===== src/rtl/load_store_unit.sv =====
// load_store_unit
// ---------------
// Memory access stage between execute and the register file write port.
// Accepts one load or store per start strobe, checks alignment, drives a
// req/ack data-memory handshake with byte enables and lane-replicated store
// data. For loads it hands the register file the raw load-type code, the
// destination index and right-justified read data (extension is done in the
// register file).
//
// Ports:
//   clk, rst                  clock, asynchronous active-high reset
//   start                     one-cycle request strobe (honoured only when idle)
//   ld_type, st_type          load/store op codes (register-file RFWr encoding)
//   addr, st_data, rd         byte address, store data, load destination
//   mem_req/mem_we/mem_addr   memory request, write flag, word address
//   mem_be/mem_wdata          byte enables and replicated write data
//   mem_rdata/mem_ack         read data and one-cycle completion from memory
//   rf_wr/rf_a3/rf_wd         register file write type, index and data
//   busy                      request in flight (CPU stall)
//   done/err                  one-cycle completion / error pulses
module load_store_unit #(
    parameter int TIMEOUT = 16
) (
    input  logic        clk,
    input  logic        rst,
    input  logic        start,
    input  logic [2:0]  ld_type,
    input  logic [1:0]  st_type,
    input  logic [31:0] addr,
    input  logic [31:0] st_data,
    input  logic [4:0]  rd,
    output logic        mem_req,
    output logic        mem_we,
    output logic [31:0] mem_addr,
    output logic [3:0]  mem_be,
    output logic [31:0] mem_wdata,
    input  logic [31:0] mem_rdata,
    input  logic        mem_ack,
    output logic [2:0]  rf_wr,
    output logic [4:0]  rf_a3,
    output logic [31:0] rf_wd,
    output logic        busy,
    output logic        done,
    output logic        err
);

    typedef enum logic [1:0] {
        IDLE = 2'b00,
        REQ  = 2'b01,
        RESP = 2'b10
    } state_t;

    localparam logic [7:0] TMO_LAST = 8'(TIMEOUT - 1);

    state_t      state;
    state_t      state_next;

    logic [2:0]  ld_q;
    logic [1:0]  st_q;
    logic [31:0] addr_q;
    logic [31:0] data_q;
    logic [4:0]  rd_q;

    logic [7:0]  tmo_cnt;
    logic        err_q;
    logic        noop_q;

    logic        err_next;
    logic        noop_next;
    logic        accept;
    logic        cnt_clr;
    logic        cnt_inc;
    logic        capture;

    // Word ops need a word-aligned address, halfword ops an even address.
    function automatic logic misaligned(input logic [2:0] ld, input logic [1:0] st,
                                        input logic [1:0] off);
        logic word;
        logic half;
        word = (ld == 3'b001) || (st == 2'b01);
        half = (ld == 3'b010) || (ld == 3'b100) || (st == 2'b10);
        return (word && (off != 2'b00)) || (half && off[0]);
    endfunction

    // Loads (st == 00) read the full word.
    function automatic logic [3:0] lane_be(input logic [1:0] st, input logic [1:0] off);
        case (st)
            2'b10:   return off[1] ? 4'b1100 : 4'b0011;
            2'b11:   return 4'b0001 << off;
            default: return 4'b1111;
        endcase
    endfunction

    // Replicate the narrow store value into every lane so the memory only
    // has to honour the byte enables.
    function automatic logic [31:0] lane_data(input logic [1:0] st, input logic [31:0] d);
        case (st)
            2'b01:   return d;
            2'b10:   return {2{d[15:0]}};
            2'b11:   return {4{d[7:0]}};
            default: return 32'h0000_0000;
        endcase
    endfunction

    always_ff @(posedge clk or posedge rst) begin
        if (rst) begin
            state <= IDLE;
        end else begin
            state <= state_next;
        end
    end

    always_comb begin
        state_next = state;
        err_next   = 1'b0;
        noop_next  = 1'b0;
        accept     = 1'b0;
        cnt_clr    = 1'b0;
        cnt_inc    = 1'b0;
        capture    = 1'b0;
        mem_req    = 1'b0;
        mem_we     = 1'b0;
        mem_addr   = 32'h0000_0000;
        mem_be     = 4'b0000;
        mem_wdata  = 32'h0000_0000;
        busy       = 1'b0;
        done       = noop_q;
        err        = err_q;
        rf_wr      = 3'b000;
        rf_a3      = 5'd0;

        case (state)
            IDLE: begin
                if (start) begin
                    if ((ld_type == 3'b000) && (st_type == 2'b00)) begin
                        noop_next = 1'b1;
                    end else if (((ld_type != 3'b000) && (st_type != 2'b00)) ||
                                 (ld_type > 3'b101) ||
                                 misaligned(ld_type, st_type, addr[1:0])) begin
                        err_next = 1'b1;
                    end else begin
                        accept     = 1'b1;
                        cnt_clr    = 1'b1;
                        state_next = REQ;
                    end
                end
            end

            REQ: begin
                mem_req   = 1'b1;
                busy      = 1'b1;
                mem_we    = (st_q != 2'b00);
                mem_addr  = {addr_q[31:2], 2'b00};
                mem_be    = lane_be(st_q, addr_q[1:0]);
                mem_wdata = lane_data(st_q, data_q);
                // Ack is tested first so it wins on the terminal timeout cycle.
                if (mem_ack) begin
                    capture    = (ld_q != 3'b000);
                    state_next = RESP;
                end else if (tmo_cnt == TMO_LAST) begin
                    err_next   = 1'b1;
                    state_next = IDLE;
                end else begin
                    cnt_inc = 1'b1;
                end
            end

            RESP: begin
                done = 1'b1;
                if (ld_q != 3'b000) begin
                    rf_a3 = rd_q;
                    // x0 is hardwired: the read happened but nothing is written.
                    if (rd_q != 5'd0) begin
                        rf_wr = ld_q;
                    end
                end
                state_next = IDLE;
            end

            default: state_next = IDLE;
        endcase
    end

    always_ff @(posedge clk or posedge rst) begin
        if (rst) begin
            err_q   <= 1'b0;
            noop_q  <= 1'b0;
            tmo_cnt <= 8'd0;
            rf_wd   <= 32'h0000_0000;
        end else begin
            err_q  <= err_next;
            noop_q <= noop_next;
            if (cnt_clr) begin
                tmo_cnt <= 8'd0;
            end else if (cnt_inc) begin
                tmo_cnt <= tmo_cnt + 8'd1;
            end
            if (capture) begin
                rf_wd <= mem_rdata >> {addr_q[1:0], 3'b000};
            end
        end
    end

    // Request fields are only observed while in REQ/RESP, so they need no reset.
    always_ff @(posedge clk) begin
        if (accept) begin
            ld_q   <= ld_type;
            st_q   <= st_type;
            addr_q <= addr;
            data_q <= st_data;
            rd_q   <= rd;
        end
    end

endmodule

===== config.mk =====
export PLATFORM = sky130hd
export DESIGN_NAME = load_store_unit
export DESIGN_NICKNAME = d
export VERILOG_FILES = /design/src/rtl/load_store_unit.sv
export SDC_FILE = /design/constraint.sdc
export NUM_CORES = 1
export LEC_CHECK = 0
export ABC_AREA = 1
export BUFFER_PORTS_ARGS = -buffer_cell sky130_fd_sc_hd__clkbuf_2
export CAP_MARGIN = 20
export CELL_PAD_IN_SITES_DETAIL_PLACEMENT = 0
export CELL_PAD_IN_SITES_GLOBAL_PLACEMENT = 2
export CORE_UTILIZATION = 30
export CTS_BUF_LIST = sky130_fd_sc_hd__clkbuf_8 sky130_fd_sc_hd__clkbuf_16
export CTS_CLUSTER_SIZE = 16
export DETAILED_ROUTE_END_ITERATION = 6
export GPL_ROUTABILITY_DRIVEN = 0
export GPL_TIMING_DRIVEN = 1
export PLACE_DENSITY = 0.95
export RECOVER_POWER = 25
export REMOVE_ABC_BUFFERS = 1
export SLEW_MARGIN = 15
export SYNTH_ARGS = -nofsm -noshare
export SYNTH_HDL_FRONTEND = slang
export SYNTH_SLANG_ARGS = --single-unit

===== constraint.sdc =====
create_clock -name clk -period 13.8 [get_ports clk]
set_input_delay 0.69 -clock clk [delete_from_list [all_inputs] [get_ports clk]]
set_output_delay 0.69 -clock clk [all_outputs]
set_load 0.1 [all_outputs]

**Word level (Yosys, flattened, before mapping)**

Index checks and enable logic that the tools add are counted.

- Register bits: 118
- Output and inout bits: 113
- Logic and storage cells: 90
- Input bits: 110

- Eq/ne operators: 15
- Reductions and logical operators: 21
- Add/subtract/negate cells: 1
- Order comparisons: 1
- Shift-type cells: 2
- Multiplexer cells: 40

Operators with widths:

| operator | count |
|---|---|
| case mux 32 bit (3 select lines) | 1 |
| two-way mux 32 bit | 2 |
| right shift 32 x 5 -> 32 bit | 1 |
| two-way mux 1 bit | 20 |
| two-way mux 8 bit | 2 |
| two-way mux 2 bit | 5 |
| two-way mux 5 bit | 2 |
| two-way mux 3 bit | 3 |
| adder 8 x 1 -> 8 bit, second input constant | 1 |
| equality test 2 bit, second input constant | 4 |
| equality test 8 x 4 -> 1 bit, second input constant | 1 |
| two-way mux 4 bit | 2 |
| case mux 4 bit (2 select lines) | 1 |
| nonzero test 2 bit | 4 |
| equality test 2 x 1 -> 1 bit, second input constant | 3 |
| logical OR 1 bit | 6 |
| != test 2 bit, second input constant | 3 |
| nonzero test 3 bit | 2 |
| nonzero test 5 bit | 1 |
| logical AND 1 bit | 4 |
| zero test 2 bit | 2 |
| case mux 2 bit (2 select lines) | 1 |
| AND reduction 4 bit | 1 |
| << shifter 1 x 2 -> 4 bit, first input constant | 1 |
| 7 further kinds | 7 |

**Logic depth before layout (Yosys ltp)**

Gate-level depths: netlist of the first run.

- Depth in word-level cells: 11
- Depth in mapped cells: 10
- Gate-level depth less buffers: 10

**Least setup slack after synthesis of the first run**

Ideal clock, no wire load.

- Path kind: in2reg
- Start point: input addr[1]
- End point: register addr_q[0] (enable)
- Data required time: 13.286 ns
- Library setup time: 0.514 ns
- Stages: 4
- Path buffers: 0
- Setup slack: 8.896 ns
- Arrival: 4.390 ns
- Cells stage by stage: or2_2 > nand2_1 > nand3_1 > nor2_1

- Word-level cells in the longest chain between the ends: 8

Ends and longest elaborated chain:

| what | RTL line | text |
|---|---|---|
| start: declaration | 29 | `input logic [31:0] addr,` |
| nonzero test 2 bit | 82 | `return (word && (off != 2'b00)) \|\| (half && off[0]);` |
| logical AND 1 bit | 82 |  |
| logical OR 1 bit | 82 |  |
| logical OR 1 bit | 138 | `(ld_type > 3'b101) \|\|` |
| two-way mux 1 bit | 137 | `end else if (((ld_type != 3'b000) && (st_type != 2'b00)) \|\|` |
| two-way mux 1 bit | 135 | `if ((ld_type == 3'b000) && (st_type == 2'b00)) begin` |
| two-way mux 1 bit | 134 | `if (start) begin` |
| two-way mux 1 bit | 132 | `case (state)` |
| end signal: assignment | 209 | `addr_q <= addr;` |
| end: declaration | 60 | `logic [31:0] addr_q;` |

Every way passes these cells.
A chain may end at the register's enable or synchronous reset.

**Worst setup path in the final report of the first run**

- Start point: register st_q[1]
- End point: output mem_wdata[31]

- Word-level cells in the longest chain between the ends: 3
- Elaborated cells on any way between the ends: 5
- Classes of those cells: 3 x eq/ne; 2 x mux

Ends and longest elaborated chain:

| what | RTL line | text |
|---|---|---|
| start: declaration | 59 | `logic [1:0] st_q;` |
| start signal: assignment | 208 | `st_q <= st_type;` |
| equality test 2 bit or equality test 2 x 1 -> 1 bit (tied branches) | 97 | `case (st)` |
| case mux 32 bit (3 select lines) * | 97 |  |
| two-way mux 32 bit * | 132 |  |
| end: declaration | 36 | `output logic [31:0] mem_wdata,` |

Every way passes the cells marked *; elsewhere a longest branch is shown, timed or not.

==> results of run 1 <==
final cells by class:
class                   count  area share
well taps                 234      0.0386
inverters                 113      0.0563
flip-flops and latches    118       0.439
repair buffers            224       0.149
clock inverters            15      0.0239
clock buffers              17      0.0561
multi-input cells         385       0.237
state kept, by name (all words and copies together) (netlist names):
register / flops
addr_q: 32
data_q: 32
rf_wd: 32
tmo_cnt: 8
rd_q: 5
ld_q: 3
st_q: 2
state: 2
err: 1
noop_q: 1
power groups by stage:
stage	clock [mW]	combinational, mW	sequential, mW
final	0.450	0.430	0.442
after global routing	0.477	0.449	0.447
after CTS	0.461	0.433	0.442
after detailed placement	0	0.432	0.449
after global placement	0	0.431	0.448
after floorplan	0	0.147	0.650
per-stage QoR:
| stage | instances | setup WS, ps | hold slack [ps] | power, mW | cell area (µm²) |
|---|---|---|---|---|---|
| after CTS | 1105 | 10390 | 432 | 1.34 | 7570 |
| final | 1106 | 10400 | 452 | 1.32 | 7580 |
| after floorplan | 616 | 8900 | 452 | 0.797 | 5540 |
| after global routing | 1106 | 10250 | 430 | 1.37 | 7580 |
| after detailed placement | 1073 | 10660 | 468 | 0.880 | 6970 |
| after global placement | 1073 | 10710 | 464 | 0.878 | 6970 |
worst max-delay path, stage by stage (launching register included):
cell and delay [ps]:
edfxtp_1 800, nand2_1 390, o22ai_1 330, a21oi_1 60, or2_1 220, inv_1 50
clkbuf_2 440
cell families (layout without fill, tap and decap cells):
kind of cell	count (synthesis)	count (layout)
other	1	2
AND/OR/NAND/NOR	299	299
AO/OA/AOI/OAI	83	83
flip-flops	118	118
buffers and inverters	142	369
adder cells (fa/ha/maj)	1	1
cells in the final DEF (no fill, tap or decap), drive strengths merged:
cell | synthesis | final
buf | 22 | 4
o22ai | 8 | 8
clkbuf | 7 | 237
conb | 1 | 2
bufinv | 0 | 3
nand2 | 142 | 142
or2 | 11 | 11
nand4 | 2 | 2
nor4 | 1 | 1
nor2 | 83 | 83
o31ai | 8 | 8
a21oi | 20 | 20
nor3 | 22 | 22
edfxtp | 74 | 74
dfrtp | 44 | 44
clkinvlp | 0 | 2
nand3 | 38 | 38
clkinv | 0 | 9
o21ai | 47 | 47
inv | 113 | 114
ha | 1 | 1
layer usage:
metal	part of all wire	GRT usage	routed length [µm]
met5	0.00071	0	11
met4	0.010	0.0544	158
met3	0.085	0.0585	1320
met2	0.47	0.269	7340
met1	0.43	0.190	6740
path summary, 6_finish.rpt:
check                      slack [ps]             to     start  cells after the start
max                             10400  mem_wdata[31]   st_q[1]                      6
min                               450     addr_q[21]  addr[21]                      1
max reg2reg                     11240     addr_q[17]  state[0]                      4
min reg2reg                       470         noop_q  state[1]                      1
max in group asynchronous       12630      rf_wd[28]       rst                      3
min in group asynchronous         500       rf_wd[1]       rst                      2
==> results.toml, run 1 <==
[run_status]
status = "finished, final reports clean"

[synth]
synthMuxAreaShare = 0
ys_top_cells_by_area = "edfxtp_1 39%, dfrtp_1 19%, nand2_1 9.2%"
post_synthesis_share_of_cell_area_spent_on_and_or_nand_and_nor_gates = 0.227
async_reset_ff_frac = 0.373
synth-seq-cells = 118
synth-seq-area-share = 0.583
synthesis.instances = 644
synth_top_cells_by_count = "140 x nand2_1, 106 x inv_1, 79 x nor2_1, 74 x edfxtp_1, 44 x dfrtp_1"
yosys.area.top_type_share = 0.390
synth_edf_count = 74
synth_xor_area_frac = 0
post_synth_num_cell_types = 31
top_ff_cell_synth = "edfxtp_1"
syn-mean-instance-area_um2 = 8.84
mappedNetlistArea_mm2 = 0.00570
ys.warnings.count = 0
compound_cell_area_share_of_the_yosys_netlist = 0.0841
synthAdderAreaFrac = 0.00220
netlist.top_cell.by_area = "edfxtp_1"
synth_most_common_cell = "nand2_1"
synth_top_family_by_area = "simple AND/OR/NAND/NOR gates"

[worst_setup_path]
crit_type = "register to output pin"
timing.critical_path.fanout_max = 16
critPathLaunchType = "register"
required_ps = 13110
worst_setup_path_end_kind = "output pin"
crit_arrival_ps = 2710

[drt]
routed_wirelength_mm = 15.6
route.vias.total = 4869
final_antenna_violating_net_count = 0
drt-vias-per-instance = 4.40
drcViolationCount = 0
drt-initial-drc-count = 198
drt-wirelength-per-cell_um = 14.1
dr.pass1.iters = 5

[clocking]
cts_repair_resize_count = 0
cts.path.max_buffers = 2
clk_pin_slew_worst_paths_ps = 60
tritoncts = "built"
post_cts_buffers = 0
cts_sinks = 118
insertion_delay_ps = 410
htree_levels = 4
cts-root-buf = "clkbuf_16"
cts_hold_repair.buffers = 0
numCtsBuffers = 17

[sta]
worst_slew_margin_rel = 0.322
setup_viol = 0
grt_setup_unrepaired = "false"
fin_crit_sh = 0.247
total_negative_slack_ps = 0
final-max-slew-violation-count = 0
timing_limited_maximum_frequency_mhz = 294
worst_pin_slew_ps = 1010
hold_viol_final = 0
finalClockSkew_ps = 7.39
final_period_minus_worst_setup_slack_ps = 3400

[placement]
io_buffer_count = 220
detailed_place_hpwl_mm = 11.0

[power_and_ir_drop]
share_clk_of_total_power = 0.340
internal_power_uw = 767
comb_power_share = 0.325
power.density_cell_area_mw_per_mm2 = 174
worst_ir_drop_vdd_uv = 118
switching_power_as_a_share_of_total_power = 0.420
power_leakage_nw = 3.91
seq_power_share = 0.335
netsw_uw = 555

[floorplanning]
std_cell_rows = 50
total_die_area_mm2 = 0.0195
initial_core_util = 0.306
chipWidth_um = 140
die-height_um = 140
pin_count = 223
core_area_mm2 = 0.0186

[grt]
grt_max_degree = 54
grt-ovfl-total = 0
grt_pass1_vias = 4632
grt_pass1_wl_mm = 24.0
globalRouteTotalUtil = 0.161
antenna_found_initial = 1

[cells_and_area]
multi_input_comb_area_mm2 = 0.00180
ant_cells = 0
final_layout_size_suffix_gt1_frac = 0.310
area_growth_pct = 33.1
filler_cell_count = 1909
layout_utilization = 0.407
ff_latch_area_mm2 = 0.00332
nets = 970

[hold_path]
min_path_type = "input pin to register"

[job]
maxCapViolCount = 0
Note: power is estimated with default switching activity, not from simulation.
==> run 2: changes to the inputs <==
--- a/config.mk
+++ b/config.mk
@@ -5,18 +5,18 @@
 export SDC_FILE = /design/constraint.sdc
 export NUM_CORES = 1
 export LEC_CHECK = 0
-export ABC_AREA = 1
+export ABC_AREA = 0
 export BUFFER_PORTS_ARGS = -buffer_cell sky130_fd_sc_hd__clkbuf_2
 export CAP_MARGIN = 20
 export CELL_PAD_IN_SITES_DETAIL_PLACEMENT = 0
 export CELL_PAD_IN_SITES_GLOBAL_PLACEMENT = 2
-export CORE_UTILIZATION = 30
+export CORE_UTILIZATION = 26
 export CTS_BUF_LIST = sky130_fd_sc_hd__clkbuf_8 sky130_fd_sc_hd__clkbuf_16
 export CTS_CLUSTER_SIZE = 16
 export DETAILED_ROUTE_END_ITERATION = 6
 export GPL_ROUTABILITY_DRIVEN = 0
 export GPL_TIMING_DRIVEN = 1
-export PLACE_DENSITY = 0.95
+export PLACE_DENSITY = 0.86
 export RECOVER_POWER = 25
 export REMOVE_ABC_BUFFERS = 1
 export SLEW_MARGIN = 15
==> constraint.sdc (replaced) <==
create_clock -name clk -period 3 [get_ports clk]
set_input_delay 0.15 -clock clk [delete_from_list [all_inputs] [get_ports clk]]
set_output_delay 0.15 -clock clk [all_outputs]
set_load 0.1 [all_outputs]
==> results.toml, run 2 <==
[run_status]
status = "finished, final reports clean"

[clocking]
insertion_delay_ps = 410
cts_hold_repair.buffers = 84
tritoncts = "built"
clk_pin_slew_worst_paths_ps = 50
cts-root-buf = "clkbuf_16"
cts_sinks = 118
post_cts_buffers = 0
htree_levels = 4
numCtsBuffers = 17
cts_repair_resize_count = 0
cts.path.max_buffers = 2

[floorplanning]
chipWidth_um = 145
die-height_um = 145
pin_count = 223
total_die_area_mm2 = 0.0209
core_area_mm2 = 0.0197
std_cell_rows = 51
initial_core_util = 0.268

[worst_setup_path]
worst_setup_path_end_kind = "output pin"
crit_type = "register to output pin"
crit_family = "simple AND/OR/NAND/NOR gates"
critPathLaunchType = "register"
crit_path_top_delay_cell = "nor2_1"
crit_arrival_ps = 2510
timing.critical_path.fanout_max = 29
required_ps = 2850
largest_stage_delay_worst_path_ps = 530
worstPathCellList = "or2b_1, buf_4, nor2_1, and2_1, clkbuf_2"
worstPathBufferInverterCount = 2

[sta]
fin_crit_sh = 0.888
setup_viol = 0
timing.hold.ws_ps = 59.4
final_period_minus_worst_setup_slack_ps = 2660
grt_setup_unrepaired = "false"
timing_limited_maximum_frequency_mhz = 376
worst_pin_slew_ps = 868
finalClockSkew_ps = 7.80
total_negative_slack_ps = 0
hold_viol_final = 0
final-max-slew-violation-count = 0
final_worst_setup_slack_ps = 337
worst_slew_margin_rel = 0.421

[power_and_ir_drop]
power_leakage_nw = 3.62
switching_power_as_a_share_of_total_power = 0.424
comb_power_share = 0.351
netsw_mw = 2.60
worst_ir_drop_vdd_uv = 805
seq_power_share = 0.332
share_clk_of_total_power = 0.317
internal_power_mw = 3.54
report.power.total_mw = 6.14
power.density_cell_area_mw_per_mm2 = 747

[synth]
top_ff_cell_synth = "edfxtp_1"
ys_top_cells_by_area = "edfxtp_1 42%, dfrtp_1 21%, and2_1 5.6%"
synth_edf_count = 74
synth_most_common_cell = "edfxtp_1"
netlist.top_cell.by_area = "edfxtp_1"
post_synthesis_share_of_cell_area_spent_on_and_or_nand_and_nor_gates = 0.156
syn-mean-instance-area_um2 = 11.5
compound_cell_area_share_of_the_yosys_netlist = 0.112
async_reset_ff_frac = 0.373
synth-seq-cells = 118
ys.warnings.count = 0
synthesis.instances = 459
synthAdderAreaFrac = 0.00236
synth_top_family_by_area = "simple AND/OR/NAND/NOR gates"
synth-seq-area-share = 0.628
synth_xor_area_frac = 0.00662
mappedNetlistArea_mm2 = 0.00529
synthMuxAreaShare = 0.0662
synth_top_cells_by_count = "74 x edfxtp_1, 62 x nand2_1, 47 x and2_1, 44 x dfrtp_1, 43 x a21oi_1"
post_synth_num_cell_types = 42
yosys.area.top_type_share = 0.420

[drt]
drt-initial-drc-count = 162
final_antenna_violating_net_count = 0
route.vias.total = 4574
drt-vias-per-instance = 4.39
dr.pass1.iters = 5
routed_wirelength_mm = 15.1
drcViolationCount = 0
drt-wirelength-per-cell_um = 14.5

[grt]
grt_pass1_wl_mm = 23.0
grt_max_degree = 57
antenna_found_initial = 0
grt_pass1_vias = 4470
globalRouteTotalUtil = 0.148
grt-ovfl-total = 0

[cells_and_area]
layout_utilization = 0.417
finalNonFillerCells = 1042
reg.largest.list = "addr_q (32), data_q (32), rf_wd (32)"
layout.cells.most_common = "clkbuf_2"
area_growth_pct = 55.2
final_cell_mix = "190 x clkbuf_2, 85 x dlygate4sd3_1, 74 x edfxtp_1"
ff_latch_area_mm2 = 0.00332
final_layout_size_suffix_gt1_frac = 0.353
nets = 875
multi_input_comb_area_mm2 = 0.00183
ant_cells = 0
stdcell_area_mm2 = 0.00822
filler_cell_count = 1867

[job]
maxCapViolCount = 0

[placement]
placedInstanceArea_mm2 = 0.00679
detailed_place_hpwl_mm = 10.2
io_buffer_count = 220
dpl.cell_count = 924
pre_cts_setup_slack_ps = 762

[hold_path]
min_path_type = "input pin to register"
run 2: changes by cell type in the layout (fill, tap and decap cells not counted), sizes merged, moves of 16 or more:
cell         before  now
mux2              0   16
buf               4   34
mux2i             0   17
and2              0   47
dlygate4sd3       0   85
o21ai            47   23
a21oi            20   43
inv             114    6
nor3             22    5
clkbuf          237  213
nor2             83   26
nand2           142   62
nand3            38    2
run 2: per-layer routing:
layer  vias to the layer above  routed length (µm)  global-route usage
li1                       2230                   -                   -
met1                      2154                6480               0.166
met2                       169                7480               0.264
met3                        21                 919              0.0398
met4                         0                 259              0.0587
met5                         -                   0                   0
run 2: final cells by class:
| class | instances | area share |
|---|---|---|
| inverters | 6 | 0.00274 |
| repair buffers | 315 | 0.261 |
| clock buffers | 17 | 0.0518 |
| flip-flops and latches | 118 | 0.404 |
| clock inverters | 15 | 0.0169 |
| well taps | 265 | 0.0404 |
| multi-input cells | 306 | 0.223 |
run 2: path summary, 6_finish.rpt:
path | from | to | slack [ps] | depth (start not counted)
max reg2reg | state[0] | data_q[17] | 1060 | 5
max in group asynchronous | rst | rf_wd[4] | 1900 | 4
min reg2reg | rf_wd[23] | rf_wd[23] | 480 | 2
max | state[1] | mem_wdata[0] | 340 | 5
min in group asynchronous | rst | rf_wd[1] | 450 | 3
min | mem_rdata[16] | rf_wd[8] | 60 | 3
run 2: cell families after synthesis:
kind of cell             after synthesis
AO/OA/AOI/OAI                         99
multiplexers                          33
XOR/XNOR                               4
AND/OR/NAND/NOR                      167
other                                  1
adder cells (fa/ha/maj)                1
buffers and inverters                 36
flip-flops                           118
run 2: worst min-delay path: stages:
cell and delay, ps:
clkbuf_2 110, a21oi_1 60, o21ai_0 120
run 2: power by group through the flow:
stage	Combinational, mW	Sequential (mW)	Clock, mW
2_1_floorplan	0.657	3.08	0
3_3_place_gp	2.06	2.06	0
3_5_place_dp	2.07	2.07	0
4_1_cts	2.16	2.04	2.00
5_1_grt	2.25	2.06	2.07
6_report	2.15	2.04	1.95
==> run 3: changes to the inputs <==
--- a/config.mk
+++ b/config.mk
@@ -10,15 +10,14 @@
 export CAP_MARGIN = 20
 export CELL_PAD_IN_SITES_DETAIL_PLACEMENT = 0
 export CELL_PAD_IN_SITES_GLOBAL_PLACEMENT = 2
-export CORE_UTILIZATION = 26
-export CTS_BUF_LIST = sky130_fd_sc_hd__clkbuf_8 sky130_fd_sc_hd__clkbuf_16
+export CORE_UTILIZATION = 27
+export CTS_BUF_LIST = sky130_fd_sc_hd__clkbuf_4 sky130_fd_sc_hd__clkbuf_8
 export CTS_CLUSTER_SIZE = 16
 export DETAILED_ROUTE_END_ITERATION = 6
 export GPL_ROUTABILITY_DRIVEN = 0
 export GPL_TIMING_DRIVEN = 1
-export PLACE_DENSITY = 0.86
-export RECOVER_POWER = 25
-export REMOVE_ABC_BUFFERS = 1
+export PLACE_DENSITY = 0.88
+export RECOVER_POWER = 100
 export SLEW_MARGIN = 15
 export SYNTH_ARGS = -nofsm -noshare
 export SYNTH_HDL_FRONTEND = slang
==> results.toml, run 3 (synthesis gave the netlist of run 2 again) <==
[sta]
final_worst_setup_slack_ps = 305
total_negative_slack_ps = 0
fin_crit_sh = 0.898
final_period_minus_worst_setup_slack_ps = 2690
final-max-slew-violation-count = 45
grt_setup_unrepaired = "false"
worst_pin_slew_ps = 1690
worst_slew_margin_rel = -0.127
timing_limited_maximum_frequency_mhz = 371
finalClockSkew_ps = 12.2
hold_viol_final = 0
setup_viol = 0

[power_and_ir_drop]
worst_ir_drop_vdd_uv = 316
report.power.total_mw = 5.63
power_leakage_nw = 3.32
power.density_cell_area_mw_per_mm2 = 716

[grt]
grt_pass1_wl_mm = 23.5
antenna_found_initial = 0
grt_max_degree = 65
grt_pass1_vias = 4461
globalRouteTotalUtil = 0.154
grt-ovfl-total = 0

[placement]
io_buffer_count = 220
pre_cts_setup_slack_ps = 836
detailed_place_hpwl_mm = 10.6
dpl.cell_count = 919

[worst_setup_path]
timing.reg2reg.setup_slack_ps = 470
timing.critical_path.fanout_max = 29
regToRegEndpoint = "rf_wd[7]"
r2r.worst_path.cells = 4
crit_type = "register to output pin"
r2r_start = "addr_q[1]"
crit_arrival_ps = 2540
required_ps = 2850
worst_setup_path_end_kind = "output pin"
critPathLaunch = "state[1]"
cp-endpoint = "mem_wdata[1]"
critPathLaunchType = "register"

[clocking]
cts_repair_resize_count = 0
tritoncts = "built"
clk_pin_slew_worst_paths_ps = 80
cts.path.max_buffers = 2
numCtsBuffers = 17
cts_hold_repair.buffers = 85
insertion_delay_ps = 430
htree_levels = 4
post_cts_buffers = 0
cts_sinks = 118
cts-root-buf = "clkbuf_8"

[cells_and_area]
layout_utilization = 0.415
area_growth_pct = 48.6
nets = 874
final_layout_size_suffix_gt1_frac = 0.277
ant_cells = 0
finalNonFillerCells = 1036
layout.cells.most_common = "clkbuf_2"
reg.largest.list = "addr_q (32), data_q (32), rf_wd (32)"
final_cell_mix = "156 x clkbuf_2, 85 x dlygate4sd3_1, 74 x edfxtp_1"

[floorplanning]
std_cell_rows = 50
core_area_mm2 = 0.0190
die-height_um = 142
chipWidth_um = 142
initial_core_util = 0.279
pin_count = 223
total_die_area_mm2 = 0.0202

[drt]
drcViolationCount = 0
route.vias.total = 4581
routed_wirelength_mm = 15.6
dr.pass1.iters = 4
drt-vias-per-instance = 4.42
drt-wirelength-per-cell_um = 15.0
final_antenna_violating_net_count = 0
drt-initial-drc-count = 213

[run_status]
status = "finished, violations left"
violations_in_the_final_reports = "max-capacitance violations, max-slew violations"

[hold_path]
min_path_type = "input pin to register"

[job]
maxCapViolCount = 1
-- run 3: changes by cell type in the layout (fill, tap and decap cells not counted), moves of 2 or more --
cell        change
and2_1         -14
clkinv_1        -3
clkbuf_2       -34
clkinv_2        -3
nor2_1          +2
clkinvlp_4      -3
clkinv_4        +4
clkbuf_16      -17
buf_4          -23
clkbuf_8       +17
buf_12          -2
clkbuf_1       +58
inv_6           +4
and2_0         +14
-- run 3: critical path: stages (launching register included) --
cell and delay [ps]:
dfrtp_1 400, or2b_1 240, buf_4 240, nor2_1 500, and2_0 250, clkbuf_2 480
-- run 3: how the worst min path moves through the flow --
stage | startpoint | end | slack (ps) | depth (start not counted)
2_1_floorplan | addr[0] | addr_q[0] | 250 | 0
3_3_place_gp | addr[27] | addr_q[27] | 330 | 1
3_5_place_dp | addr[23] | addr_q[23] | 330 | 1
4_1_cts | mem_rdata[20] | rf_wd[12] | 7 | 3
5_1_grt | mem_rdata[19] | rf_wd[11] | 2 | 3
6_report | mem_rdata[19] | rf_wd[11] | 40 | 3
-- run 3: through the flow --
stage / cell area (µm²) / hold slack [ps]
2_1_floorplan: 5310 / 249
5_1_grt: 7870 / 1.55
3_3_place_gp: 6720 / 326
3_5_place_dp: 6720 / 329
6_report: 7870 / 35.6
4_1_cts: 7980 / 6.91
-- run 3: area by class of cell --
| class | count | area, µm² |
|---|---|---|
| clock buffer | 17 | 234 |
| clock inverter | 15 | 171 |
| fill | 1896 | 11100 |
| inverter | 6 | 22.5 |
| multi-input combinational | 306 | 1810 |
| sequential | 118 | 3320 |
| tap | 260 | 325 |
| timing repair buffer | 314 | 1980 |
-- run 3: metal layers --
metal  track usage  part of all wire
met5             0                 0
met4        0.0583             0.016
met3        0.0542             0.079
met2         0.249              0.47
met1         0.188              0.43
-- run 3: power by group --
part / total [mW] / switching, mW / internal, mW
combinational: 2.12 / 1.77 / 0.349
clock: 1.49 / 0.735 / 0.759
sequential: 2.02 / 0.100 / 1.92
